### src/rtl/timer_display_pkg.sv
// Shared constants and types for the game-clock seven-segment display.
// Glyphs are active-high here; the top inverts them in its output register.
package timer_display_pkg;

    localparam logic [6:0] SEG_0     = 7'h3F;
    localparam logic [6:0] SEG_1     = 7'h06;
    localparam logic [6:0] SEG_2     = 7'h5B;
    localparam logic [6:0] SEG_3     = 7'h4F;
    localparam logic [6:0] SEG_4     = 7'h66;
    localparam logic [6:0] SEG_5     = 7'h6D;
    localparam logic [6:0] SEG_6     = 7'h7D;
    localparam logic [6:0] SEG_7     = 7'h07;
    localparam logic [6:0] SEG_8     = 7'h7F;
    localparam logic [6:0] SEG_9     = 7'h6F;
    localparam logic [6:0] SEG_DASH  = 7'h40;
    localparam logic [6:0] SEG_BLANK = 7'h00;

    localparam logic [3:0] MAX_DIGIT = 4'd9;
    localparam logic [3:0] MAX_TENS  = 4'd5;

    typedef enum logic [1:0] {
        SLOT_UNITS = 2'd0,
        SLOT_TENS  = 2'd1,
        SLOT_MIN   = 2'd2
    } slot_t;

    function automatic logic [6:0] seg_glyph(input logic [3:0] value);
        logic [6:0] g;
        case (value)
            4'd0:    g = SEG_0;
            4'd1:    g = SEG_1;
            4'd2:    g = SEG_2;
            4'd3:    g = SEG_3;
            4'd4:    g = SEG_4;
            4'd5:    g = SEG_5;
            4'd6:    g = SEG_6;
            4'd7:    g = SEG_7;
            4'd8:    g = SEG_8;
            4'd9:    g = SEG_9;
            default: g = SEG_DASH;
        endcase
        return g;
    endfunction

endpackage

### src/rtl/bcd_to_7seg.sv
// Combinational BCD digit to active-high seven-segment glyph, with a per-position
// upper limit; any value above the limit decodes to a dash and flags invalid.
module bcd_to_7seg
    import timer_display_pkg::*;
(
    input  logic [3:0] value_i,
    input  logic [3:0] max_digit_i,
    output logic [6:0] glyph_o,
    output logic       invalid_o
);

    always_comb begin
        invalid_o = (value_i > max_digit_i) || (value_i > MAX_DIGIT);
        glyph_o   = invalid_o ? SEG_DASH : seg_glyph(value_i);
    end

endmodule

### src/rtl/timer_digit_display.sv
// Snapshots the three timer digits once per frame and scans them onto a
// common-anode 3-digit display with a blinking colon and game-over flash.
module timer_digit_display
    import timer_display_pkg::*;
#(
    parameter int unsigned SCAN_DIV     = 50000,
    parameter int unsigned BLANK_CYCLES = 16
) (
    input  logic       clk,
    input  logic       reset,
    input  logic       one_sec,
    input  logic [3:0] firstSecondsDig,
    input  logic [3:0] secondSecondsDig,
    input  logic [3:0] minutesDig,
    input  logic       game_over,
    output logic [6:0] seg_n,
    output logic       dp_n,
    output logic [2:0] an_n,
    output logic       digit_err
);

    localparam int unsigned   CntW     = $clog2(SCAN_DIV);
    localparam logic [CntW-1:0] CntMax = CntW'(SCAN_DIV - 1);
    localparam logic [CntW-1:0] CntBlk = CntW'(BLANK_CYCLES);

    logic [CntW-1:0] cnt_q, cnt_d;
    slot_t           slot_q, slot_d;
    logic [3:0]      units_q, units_d, tens_q, tens_d, min_q, min_d;
    logic            colon_on_q, colon_on_d;
    logic            flash_q, flash_d;
    logic            game_over_q, game_over_d;
    logic [6:0]      seg_n_q, seg_n_d;
    logic            dp_n_q, dp_n_d;
    logic [2:0]      an_n_q, an_n_d;
    logic            digit_err_q, digit_err_d;

    logic [3:0]      cur_digit, cur_max;
    logic [6:0]      glyph;
    logic            invalid;
    logic            snapshot, go_rise, blank, lit;

    bcd_to_7seg u_dec (
        .value_i     (cur_digit),
        .max_digit_i (cur_max),
        .glyph_o     (glyph),
        .invalid_o   (invalid)
    );

    always_comb begin
        cnt_d  = (cnt_q == CntMax) ? '0 : cnt_q + CntW'(1);
        slot_d = slot_q;
        if (cnt_q == CntMax) begin
            unique case (slot_q)
                SLOT_UNITS: slot_d = SLOT_TENS;
                SLOT_TENS:  slot_d = SLOT_MIN;
                default:    slot_d = SLOT_UNITS;
            endcase
        end

        // All three digits load together so a frame never mixes two times.
        snapshot = (slot_q == SLOT_UNITS) && (cnt_q == '0);
        units_d  = snapshot ? firstSecondsDig  : units_q;
        tens_d   = snapshot ? secondSecondsDig : tens_q;
        min_d    = snapshot ? minutesDig       : min_q;

        game_over_d = game_over;
        go_rise     = game_over && !game_over_q;
        colon_on_d  = game_over ? 1'b1 : (colon_on_q ^ one_sec);
        if (go_rise) begin
            flash_d = 1'b1;
        end else if (game_over && one_sec) begin
            flash_d = ~flash_q;
        end else begin
            flash_d = flash_q;
        end

        cur_digit = units_q;
        cur_max   = MAX_DIGIT;
        unique case (slot_q)
            SLOT_TENS: begin
                cur_digit = tens_q;
                cur_max   = MAX_TENS;
            end
            SLOT_MIN:  cur_digit = min_q;
            default:   cur_digit = units_q;
        endcase

        // game_over_q gating keeps a stale flash=0 from hiding the rising-edge cycle.
        blank = game_over && game_over_q && !flash_q;
        lit   = (cnt_q >= CntBlk) && !blank;

        an_n_d = 3'b111;
        if (lit) begin
            unique case (slot_q)
                SLOT_TENS: an_n_d = 3'b101;
                SLOT_MIN:  an_n_d = 3'b011;
                default:   an_n_d = 3'b110;
            endcase
        end
        dp_n_d      = !((slot_q == SLOT_MIN) && colon_on_q && !blank);
        seg_n_d     = ~glyph;
        digit_err_d = digit_err_q || invalid;
    end

    always_ff @(posedge clk) begin
        if (reset) begin
            cnt_q       <= '0;
            slot_q      <= SLOT_UNITS;
            units_q     <= 4'd0;
            tens_q      <= 4'd0;
            min_q       <= 4'd0;
            colon_on_q  <= 1'b1;
            flash_q     <= 1'b1;
            game_over_q <= 1'b0;
            seg_n_q     <= 7'h7F;
            dp_n_q      <= 1'b1;
            an_n_q      <= 3'b111;
            digit_err_q <= 1'b0;
        end else begin
            cnt_q       <= cnt_d;
            slot_q      <= slot_d;
            units_q     <= units_d;
            tens_q      <= tens_d;
            min_q       <= min_d;
            colon_on_q  <= colon_on_d;
            flash_q     <= flash_d;
            game_over_q <= game_over_d;
            seg_n_q     <= seg_n_d;
            dp_n_q      <= dp_n_d;
            an_n_q      <= an_n_d;
            digit_err_q <= digit_err_d;
        end
    end

    assign seg_n     = seg_n_q;
    assign dp_n      = dp_n_q;
    assign an_n      = an_n_q;
    assign digit_err = digit_err_q;

endmodule
### config.mk
export PLATFORM = sky130hd
export DESIGN_NAME = timer_digit_display
export DESIGN_NICKNAME = d
export VERILOG_FILES = /design/src/rtl/timer_display_pkg.sv /design/src/rtl/bcd_to_7seg.sv /design/src/rtl/timer_digit_display.sv
export SDC_FILE = /design/constraint.sdc
export NUM_CORES = 1
export LEC_CHECK = 0
export ABC_AREA = 1
export CORE_MARGIN = 2
export CORE_UTILIZATION = 51
export CTS_BUF_LIST = sky130_fd_sc_hd__clkbuf_8 sky130_fd_sc_hd__clkbuf_16
export CTS_CLUSTER_SIZE = 25
export DETAILED_ROUTE_END_ITERATION = 7
export PLACE_DENSITY_LB_ADDON = 0.15
export SYNTH_ARGS = -nofsm -noshare
export SYNTH_HDL_FRONTEND = slang
export SYNTH_SLANG_ARGS = --single-unit
export TNS_END_PERCENT = 5
### constraint.sdc
create_clock -name clk -period 7.2 [get_ports clk]
set_clock_uncertainty 0.2 [all_clocks]
set_input_delay 1.08 -clock clk [delete_from_list [all_inputs] [get_ports clk]]
set_output_delay 1.08 -clock clk [all_outputs]
set_load 0.01 [all_outputs]
Yosys cells after proc, flatten, opt, wreduce, memory -nomap -nowiden. Memory sizes are Yosys's and may differ from the RTL's. Index checks and enable logic that the tools add are counted.

Bits in registers: 45. Memory bits (read-only): 112. Output and inout bits: 12. Memories: 1.

Memories: (no name shown) (words 16, width 7, read ports 1, clocked after Yosys merged registers in 0, wr ports 0, line timer_display_pkg.sv:29) `case (value)`.

Add/sub/neg operators: 1. $lt $le $gt $ge: 3. Eq/ne operators: 3. Muxes and demuxes: 5. Bitwise logic cells: 4. Reduce and logical (&&, ||, !) cells: 20.

Operators with widths (number): 16-bit by 1-bit adder with 16-bit output (second input constant) (1); 16-bit equality test (second input constant) (1); 16-bit by 5-bit >= comparator with 1-bit output (second input constant) (1); 16-bit zero test (1); 1-bit logical AND (8); 4-bit case mux with 2 select lines (1); 2-bit OR reduction (4); 7-bit 2-to-1 mux (1); 7-bit inverter (1); 3-bit case mux with 2 select lines (1); 4-bit > comparator (1); 4-bit > comparator (second input constant) (1); 1-bit zero test (4); 4-bit 2-to-1 mux (1); 2-bit case mux with 2 select lines (1); 2-bit by 1-bit equality test with 1-bit output (second input constant) (1); 2-bit equality test (second input constant) (1); 2-bit zero test (1); 1-bit logical OR (2); 1-bit inverter (2); 1-bit XOR (1).

Longest topological paths before layout. Gate-level depths: netlist of run 1.

Word-level depth: 6. Mapped depth: 15. Depth with buffers taken out: 15.

Modules after synthesis. A second synthesis of run 1 with hierarchy kept.

Cell total of the unflattened synthesis: 366. Area total of the unflattened synthesis: 2479.9 µm².

Modules (own cells, without submodules): timer_digit_display (instances 1, cells each 311, area each 2149.6 µm², sequential area each 900.9 µm²); bcd_to_7seg (instances 1, cells each 55, area each 330.3 µm², sequential area each 0.0 µm²).

Worst setup path after synthesis of run 1. OpenSTA, ideal clock, no wires.

Path type: register -> register. Start: register slot_q[0]. End: register seg_n_q[0] (netlist: seg_n[0]). Arrival: 1982 ps. Setup slack: 4880 ps. Cell stages (with the launch flop): 12. Buffers on the path: 0. Clock period less this slack: 2320 ps. Cells stage by stage: dfxtp_1 -> inv_1 -> ha_1 -> inv_2 -> nand2_1 -> nand2_1 -> inv_2 -> ha_1 -> a21oi_1 -> a21oi_1 -> a21oi_4 -> nand4_1.

Longest elaborated chain between the ends: 6. Elaborated cells between the ends (all ways): 10.

RTL lines: start, declared (line timer_digit_display.sv:27) `slot_t slot_q, slot_d;`; start signal, assigned (line timer_digit_display.sv:121) `slot_q <= slot_d;`; 2-bit equality test / 2-bit by 1-bit equality test with 1-bit output (equally long branches) (line timer_digit_display.sv:79) `unique case (slot_q)`; 4-bit case mux with 2 select lines / 4-bit 2-to-1 mux (equally long branches) (line timer_digit_display.sv:79); 4-bit > comparator (line bcd_to_7seg.sv:13) `invalid_o = (value_i > max_digit_i) || (value_i > MAX_DIGIT);`; 1-bit logical OR (line bcd_to_7seg.sv:13); 7-bit 2-to-1 mux * (line bcd_to_7seg.sv:14) `glyph_o = invalid_o ? SEG_DASH : seg_glyph(value_i);`; 7-bit inverter * (line timer_digit_display.sv:101) `seg_n_d = ~glyph;`; end signal, assigned (line timer_digit_display.sv:128) `seg_n_q <= seg_n_d;`; end, declared (line timer_digit_display.sv:32) `logic [6:0] seg_n_q, seg_n_d;`.

Mark *: on every way between the ends. The rest lies on a longest branch, timed or not. A chain may end at the register's enable or synchronous reset.

Worst setup path after layout of run 1.
Start: input port reset. End: register cnt_q[12].

Longest elaborated chain between the ends: 1.

RTL lines: start, declared (line timer_digit_display.sv:10) `input logic reset,`; 2-bit OR reduction (no line); end signal, assigned (line timer_digit_display.sv:120) `cnt_q <= cnt_d;`; end, declared (line timer_digit_display.sv:26) `logic [CntW-1:0] cnt_q, cnt_d;`.

Every way passes these cells.

==> results of run 1 <==
metal layers:
layer	up-vias	track usage, %	part of all wire, %
met5	-	0	0
met4	0	5.66	0.93
met3	4	4.78	5.7
met2	41	25.1	41
met1	856	25.9	53
li1	1075	-	-
final timing paths:
check	slack (ps)	cells past startpoint	startpoint	endpoint
setup / recovery	4400	4	reset	cnt_q[12]
hold / removal	250	1	colon_on_q	dp_n
setup reg to reg	4570	11	slot_q[0]	seg_n[3]
hold reg to reg	250	1	colon_on_q	dp_n
cell usage after synthesis:
master	count
nand3_1	23
clkbuf_1	1
clkinv_1	1
ha_1	13
o21bai_1	1
nor3_1	4
o21ai_0	9
a21oi_1	8
nand4_4	3
nor2_1	47
o21ai_4	1
nand2_2	2
buf_2	2
a211oi_1	1
buf_6	2
dfxtp_1	45
nand4_1	10
inv_2	5
inv_1	42
nand2_1	82
a21oi_2	2
o2111ai_1	1
nor2_2	8
a21oi_4	1
nor2_4	4
nand3b_1	3
xor2_1	4
worst max-delay path, delay by kind of cell:
family	cells	cell delay, ps
AOI/OAI and AO/OA	2	590
buffers and inverters	2	1070
stage by stage:
stage / power (uW) / instance area, um^2
floorplan: 350 / 2350
global placement: 382 / 2650
detailed placement: 384 / 2650
CTS: 529 / 2730
global route: 556 / 2730
finish: 521 / 2730
final cells by class:
type	count	share of cell area [%]
multi-input combinational	227	45.1
sequential	45	33.0
timing repair buffer	27	9.89
inverter	48	6.60
clock buffer	5	2.52
tap	52	2.38
clock inverter	3	0.504
cells in the final DEF, fill, tap and decap left out, types with 2 or more instances in the layout:
cell type | Yosys | routed
nand4_4 | 3 | 3
nor3_1 | 4 | 4
ha_1 | 13 | 13
nand3_1 | 23 | 23
nand2_2 | 2 | 2
nor2_2 | 8 | 8
a21oi_1 | 8 | 8
inv_1 | 42 | 43
inv_2 | 5 | 5
nand3b_1 | 3 | 3
clkinv_2 | 0 | 2
clkdlybuf4s50_1 | 0 | 27
o21ai_0 | 9 | 9
nand4_1 | 10 | 10
nand2_1 | 82 | 82
xor2_1 | 4 | 4
a21oi_2 | 2 | 2
nor2_1 | 47 | 47
clkbuf_8 | 0 | 5
nor2_4 | 4 | 4
dfxtp_1 | 45 | 45
power groups by stage:
stage	Clock (uW)	Sequential (uW)	Combinational, uW
detailed placement	0	281	103
CTS	151	275	103
global placement	0	281	101
global route	162	277	117
floorplan	0	285	65.1
finish	144	275	102
logic make-up (layout without fill, tap and decap cells):
logic type	count (synthesis)	after routing
and+or+nand+nor	186	186
xor gates and xnor gates	4	4
buffers and inverters	53	83
AOI/OAI and AO/OA	24	24
adders and majority gates	13	13
DFF	45	45
flip-flops by register name, summed over array words and instances, names as in the netlist:
register,flops
an_n,3
cnt_q,16
colon_on_q,1
digit_err,1
dp_n,1
flash_q,1
game_over_q,1
min_q,4
seg_n,7
slot_q,2
tens_q,4
units_q,4
==> impl_results.md, run 1 <==
* Port bufs at 27
* Clock Path Buffers at 2
* Post-synth top area share at 38.3%
* Clk root buf: clkbuf_8
* Critical-path maximum fanout at 26
* Top cells by area, synth: dfxtp_1 (38%), nand2_1 (13%), nor2_1 (7.5%), ha_1 (6.9%), inv_1 (6.7%)
* Post-layout minimum cycle time at 2800 ps
* Post-route worst setup slack at 4400 ps
* Xor-xnor portion of the synthesized cell area at around 1.5%
* Ant diodes at 0
* Gr usage total at between 10% and 20%
* Die Wd at 71.9 um
* Rel. slew slack at ~54%
* Layout Nets at 383
* Cells after DPL at 399
* Min Hold Slack at roughly 250 ps
* Drt first-iter violations at 67
* CTS buffer count at 5
* Hold Vio Cnt, Final at 0
* CP Cell Sequence: clkdlybuf4s50_1, clkinv_1, o21ai_4, a21oi_1
* Slew @ Worst Pin at 680 ps
* Crit path DAT at 2750 ps
* Pre-antenna DRT Iters at 4
* Share of layout cells above drive strength 1 at 9.30%
* Vias in the first global route at approximately 1700
* CP max stage delay at 560 ps
* Final Max Tran Viols at 0
* Detailed placement HPWL at ~3.1 mm
* Resized cells post-CTS at 0
* Wire length per cell at 10.1 um
* FF/Latch Area at between 900 and 1000 um^2
* Area of the multi-input gates at between 1000 and 1500 um^2
* Critical path class: in2reg
* Global route overflow at 0
* Mapped cell area at between 2000 and 2500 um^2
* Clk_lat worst skew at 290 ps
* Psw at 141 uW
* Clock network power share at 27.6%
* Period utilization at between 30% and 40%
* Run status: finished clean
* Comb pwr share at 19.6%
* Yosys cell types at 27
* Net Sw Frac at 27.1%
* Fin Setup TNS at 0 ps
* Initial antenna violation count at 0
* F_max at 357 MHz
* CP endpoint kind: flip-flop
* Syn Area/Cell at 7.23 um^2
* Critical Path Start Type: input pin
* Slowest-stage cell, CP: clkinv_1
* DRC Markers at 0
* Register share of total power at 52.8%
* Vias at 1976
* CTS Hold Bufs at 0
* RSZ-0062 raised after global routing: false
* Row count at 24
* Final non-filler cell total at 407
* Simple-gate share of the synthesized area at 37.3%
* PD cells at 191 nW/um^2
* Final ANT Viol Nets at 0
* Data required, critical path at 7150 ps
* VDD IR max at around 130 uV
* MaxCap Viol Count at 0
* Cell Int Power at 380 uW
* Final core occ at between 60% and 70%
* Largest net degree at the start of global routing at 27
* Adder-cell area share of the yosys netlist at 6.92%
* Mapped Cells at ~330
* Sink Count at 45
* Vias/cell at 4.86
* Die area at 5170 um^2
* Die H at slightly above 70 um
* Largest family of logic cells by synthesized area: simple AND/OR/NAND/NOR gates
* Synth area leader: dfxtp_1
* Syn-to-layout area delta at 16.2%
* YS warnings at 0
* Setup Viol. Count Final at 0
* Fillers at 437
* Clk slew on worst S/H paths at 80 ps
* Compound-cell area share of the yosys netlist at 6.76%
* Multiplexer area fraction after synthesis at 0%
* First-pass GRT wire length at between 7 and 8 mm
* Core area at 4380 um^2
* Detailed-route wire length at 4.10 mm
* DP Worst Slack at 4070 ps
* Net Count, Synth at between 300 and 400
* Sequential share of the synthesized area at 38.3%
* Setup Buffers After CTS at 0
* Htree depth at 2
* Worst min-delay path category: reg2reg
* Num ports at 28
* Routability cong. at 0.876
* Initial Utilization at a little over half
* CTS tree: built
* Leak Pwr at 0.00120 uW
* Synth Register Bits at 45
(Power assumes the default switching activity.)
==> inputs of run 2 (changes only) <==
--- a/config.mk
+++ b/config.mk
@@ -7,7 +7,7 @@
 export LEC_CHECK = 0
 export ABC_AREA = 1
 export CORE_MARGIN = 2
-export CORE_UTILIZATION = 51
+export CORE_UTILIZATION = 50
 export CTS_BUF_LIST = sky130_fd_sc_hd__clkbuf_8 sky130_fd_sc_hd__clkbuf_16
 export CTS_CLUSTER_SIZE = 25
 export DETAILED_ROUTE_END_ITERATION = 7
==> constraint.sdc (replaced) <==
create_clock -name clk -period 2.3 [get_ports clk]
set_clock_uncertainty 0.2 [all_clocks]
set_input_delay 0.345 -clock clk [delete_from_list [all_inputs] [get_ports clk]]
set_output_delay 0.345 -clock clk [all_outputs]
set_load 0.01 [all_outputs]
==> run 2 against run 1 <==
Effect of this change:
- die area up 1.9%
- routed wire length up 14%
- largest power group unchanged
- critical endpoint is now seg_n[3]
- design area up 10%
- via count up 5.3%
- global-route usage up 1.3 points
==> impl_results.md, run 2 (synthesis gave the netlist of run 1 again) <==
* Worst r2r dst: seg_n[3]
* CP Cell Sequence: inv_4, ha_4, inv_4, nand2_1, nand2_2, inv_2, ha_4, nand2_2, nor2_2, a21oi_2, a21oi_4, nand4_1
* Biggest register: cnt_q
* R2R depth at 12
* Cells after DPL at 414
* Reg2reg start: slot_q[1]
* Final instance area at ~3000 um^2
* Min Hold Slack at 259 ps
* Clock network power share at between 20% and 30%
* Sink Count at 45
* Vias/cell at 4.89
* Hold Path Depth at 1
* Fillers at ~380
* Comb pwr share at 22.8%
* Die Wd at between 70 and 80 um
* Crit path depth at 12
* Worst hold start: colon_on_q
* Period utilization at 94.4%
* Worst R2R Setup Slack at 130 ps
* Register share of total power at 50.8%
* Vias at 2080
* Vias in the first global route at 1909
* Layout Nets at 401
* F_max at between 400 and 500 MHz
* Final Max Tran Viols at 0
* Data required, critical path at approximately 2300 ps
* First-pass GRT wire length at 8.01 mm
* Htree depth at 2
* Syn-to-layout area delta at 27.8%
* Most frequent cells in the layout: nand2_1 (78), nor2_1 (46), dfxtp_1 (43), inv_1 (42), clkdlybuf4s50_1 (27)
* CTS buffer count at 5
* Max reg flops at 16
* Final ANT Viol Nets at 0
* CP max stage delay at ~380 ps
* Total power at 1690 uW
* Worst min-delay path category: reg2reg
* Rel. slew slack at 76.0%
* Commonest non-fill, non-tap cell in the layout: nand2_1
* Critical path class: reg2reg
* Num ports at 28
* Wire length per cell at 11.0 um
* CP endpoint kind: flip-flop
* Critical Path Start Type: flip-flop
* Slew @ Worst Pin at 358 ps
* Hold Vio Cnt, Final at 0
* Die H at 72.6 um
* Initial antenna violation count at 0
* Psw at 464 uW
* Port bufs at 27
* Placed Area at about 2800 um^2
* PD cells at 563 nW/um^2
* Final non-filler cell total at 425
* Row count at 24
* Ant diodes at 0
* Net Sw Frac at between 20% and 30%
* Share of layout cells above drive strength 1 at 19.3%
* Worst path buffer plus inverter count at 3
* Clk_lat worst skew at 290 ps
* Largest net degree at the start of global routing at 25
* Leak Pwr at 0.00130 uW
* Run status: finished clean
* Detailed placement HPWL at 3.31 mm
* Gr usage total at 18.9%
* Die area at 5260 um^2
* Slowest-stage cell, CP: dfxtp_4
* Global route overflow at 0
* CTS tree: built
* Crit-path leading delay family: adder cells
* Routability cong. at 0.810
* Core area at between 4000 and 5000 um^2
* Critical-path maximum fanout at 7
* Crit path DAT at 2140 ps
* VDD IR max at 291 uV
* CTS Hold Bufs at 0
* Setup Viol. Count Final at 0
* Initial Utilization at 52.9%
* Clk slew on worst S/H paths at 80 ps
* Clk root buf: clkbuf_8
* Post-layout minimum cycle time at 2170 ps
* MaxCap Viol Count at 0
* Final core occ at between 60% and 70%
* Pre-antenna DRT Iters at 4
* Clock Path Buffers at 2
* Hold EP: dp_n
* Cell Int Power at 1230 uW
* DRC Markers at 0
* Drt first-iter violations at between 100 and 150
* Detailed-route wire length at between 4 and 5 mm
## run 2: changes by cell type in the layout (fill, tap and decap cells not counted), moves of 3 or more
cell,previous run,this run
ha_1,13,8
nand2_2,2,6
ha_4,0,5
buf_4,0,18
nand3_2,0,3
nand3_1,23,19
inv_4,0,3
nand2_1,82,78
## run 2: how the worst max path moves through the flow
stage                    from  endpoint  slack, ps
finish              slot_q[1]  seg_n[3]        130
global route        slot_q[1]  seg_n[3]        -40
CTS                 slot_q[1]  seg_n[5]         -5
detailed placement  slot_q[0]  seg_n[5]        -60
global placement    slot_q[0]  seg_n[5]          4
floorplan           slot_q[0]  seg_n[0]         30
## run 2: per-stage QoR
stage,TNS (ps),setup slack [ps]
floorplan,0,31.0
global placement,0,4.30
detailed placement,-303,-55.1
CTS,-7.97,-5.33
global route,-62.7,-38.3
finish,0,130
## run 2: timing repair
action / 4_1_cts / 5_1_grt
gates resized for setup: 2 / 32
buffers inserted: 0 / 3
endpoints found under the setup margin: 8 / 8
pin swaps: 0 / 8
hold endpoints to repair: 0 / 0
## run 2: routing by layer
metal  vias up  GRT usage, %  wire length, um
met3         7          4.44              230
met2        45          30.3             2060
met5         -             0                0
met1       913          25.0             2310
li1       1115             -                -
met4         0          6.58               70
## run 2: power groups by stage
stage                     logic, uW  registers (uW)  clock network (uW)
after global routing            438             866                 491
final                           386             859                 447
after CTS                       353             863                 464
after detailed placement        349             881                   0
after global placement          348             879                   0
after floorplan                 205             891                   0
## run 2: layout make-up
class	count	area (um^2)	share of cell area (%)
tap	52	65.1	2.17
clock buffer	5	68.8	2.29
clock inverter	3	11.3	0.375
timing repair buffer	45	405	13.5
multi-input combinational	227	1360	45.2
sequential	45	908	30.2
inverter	48	188	6.25
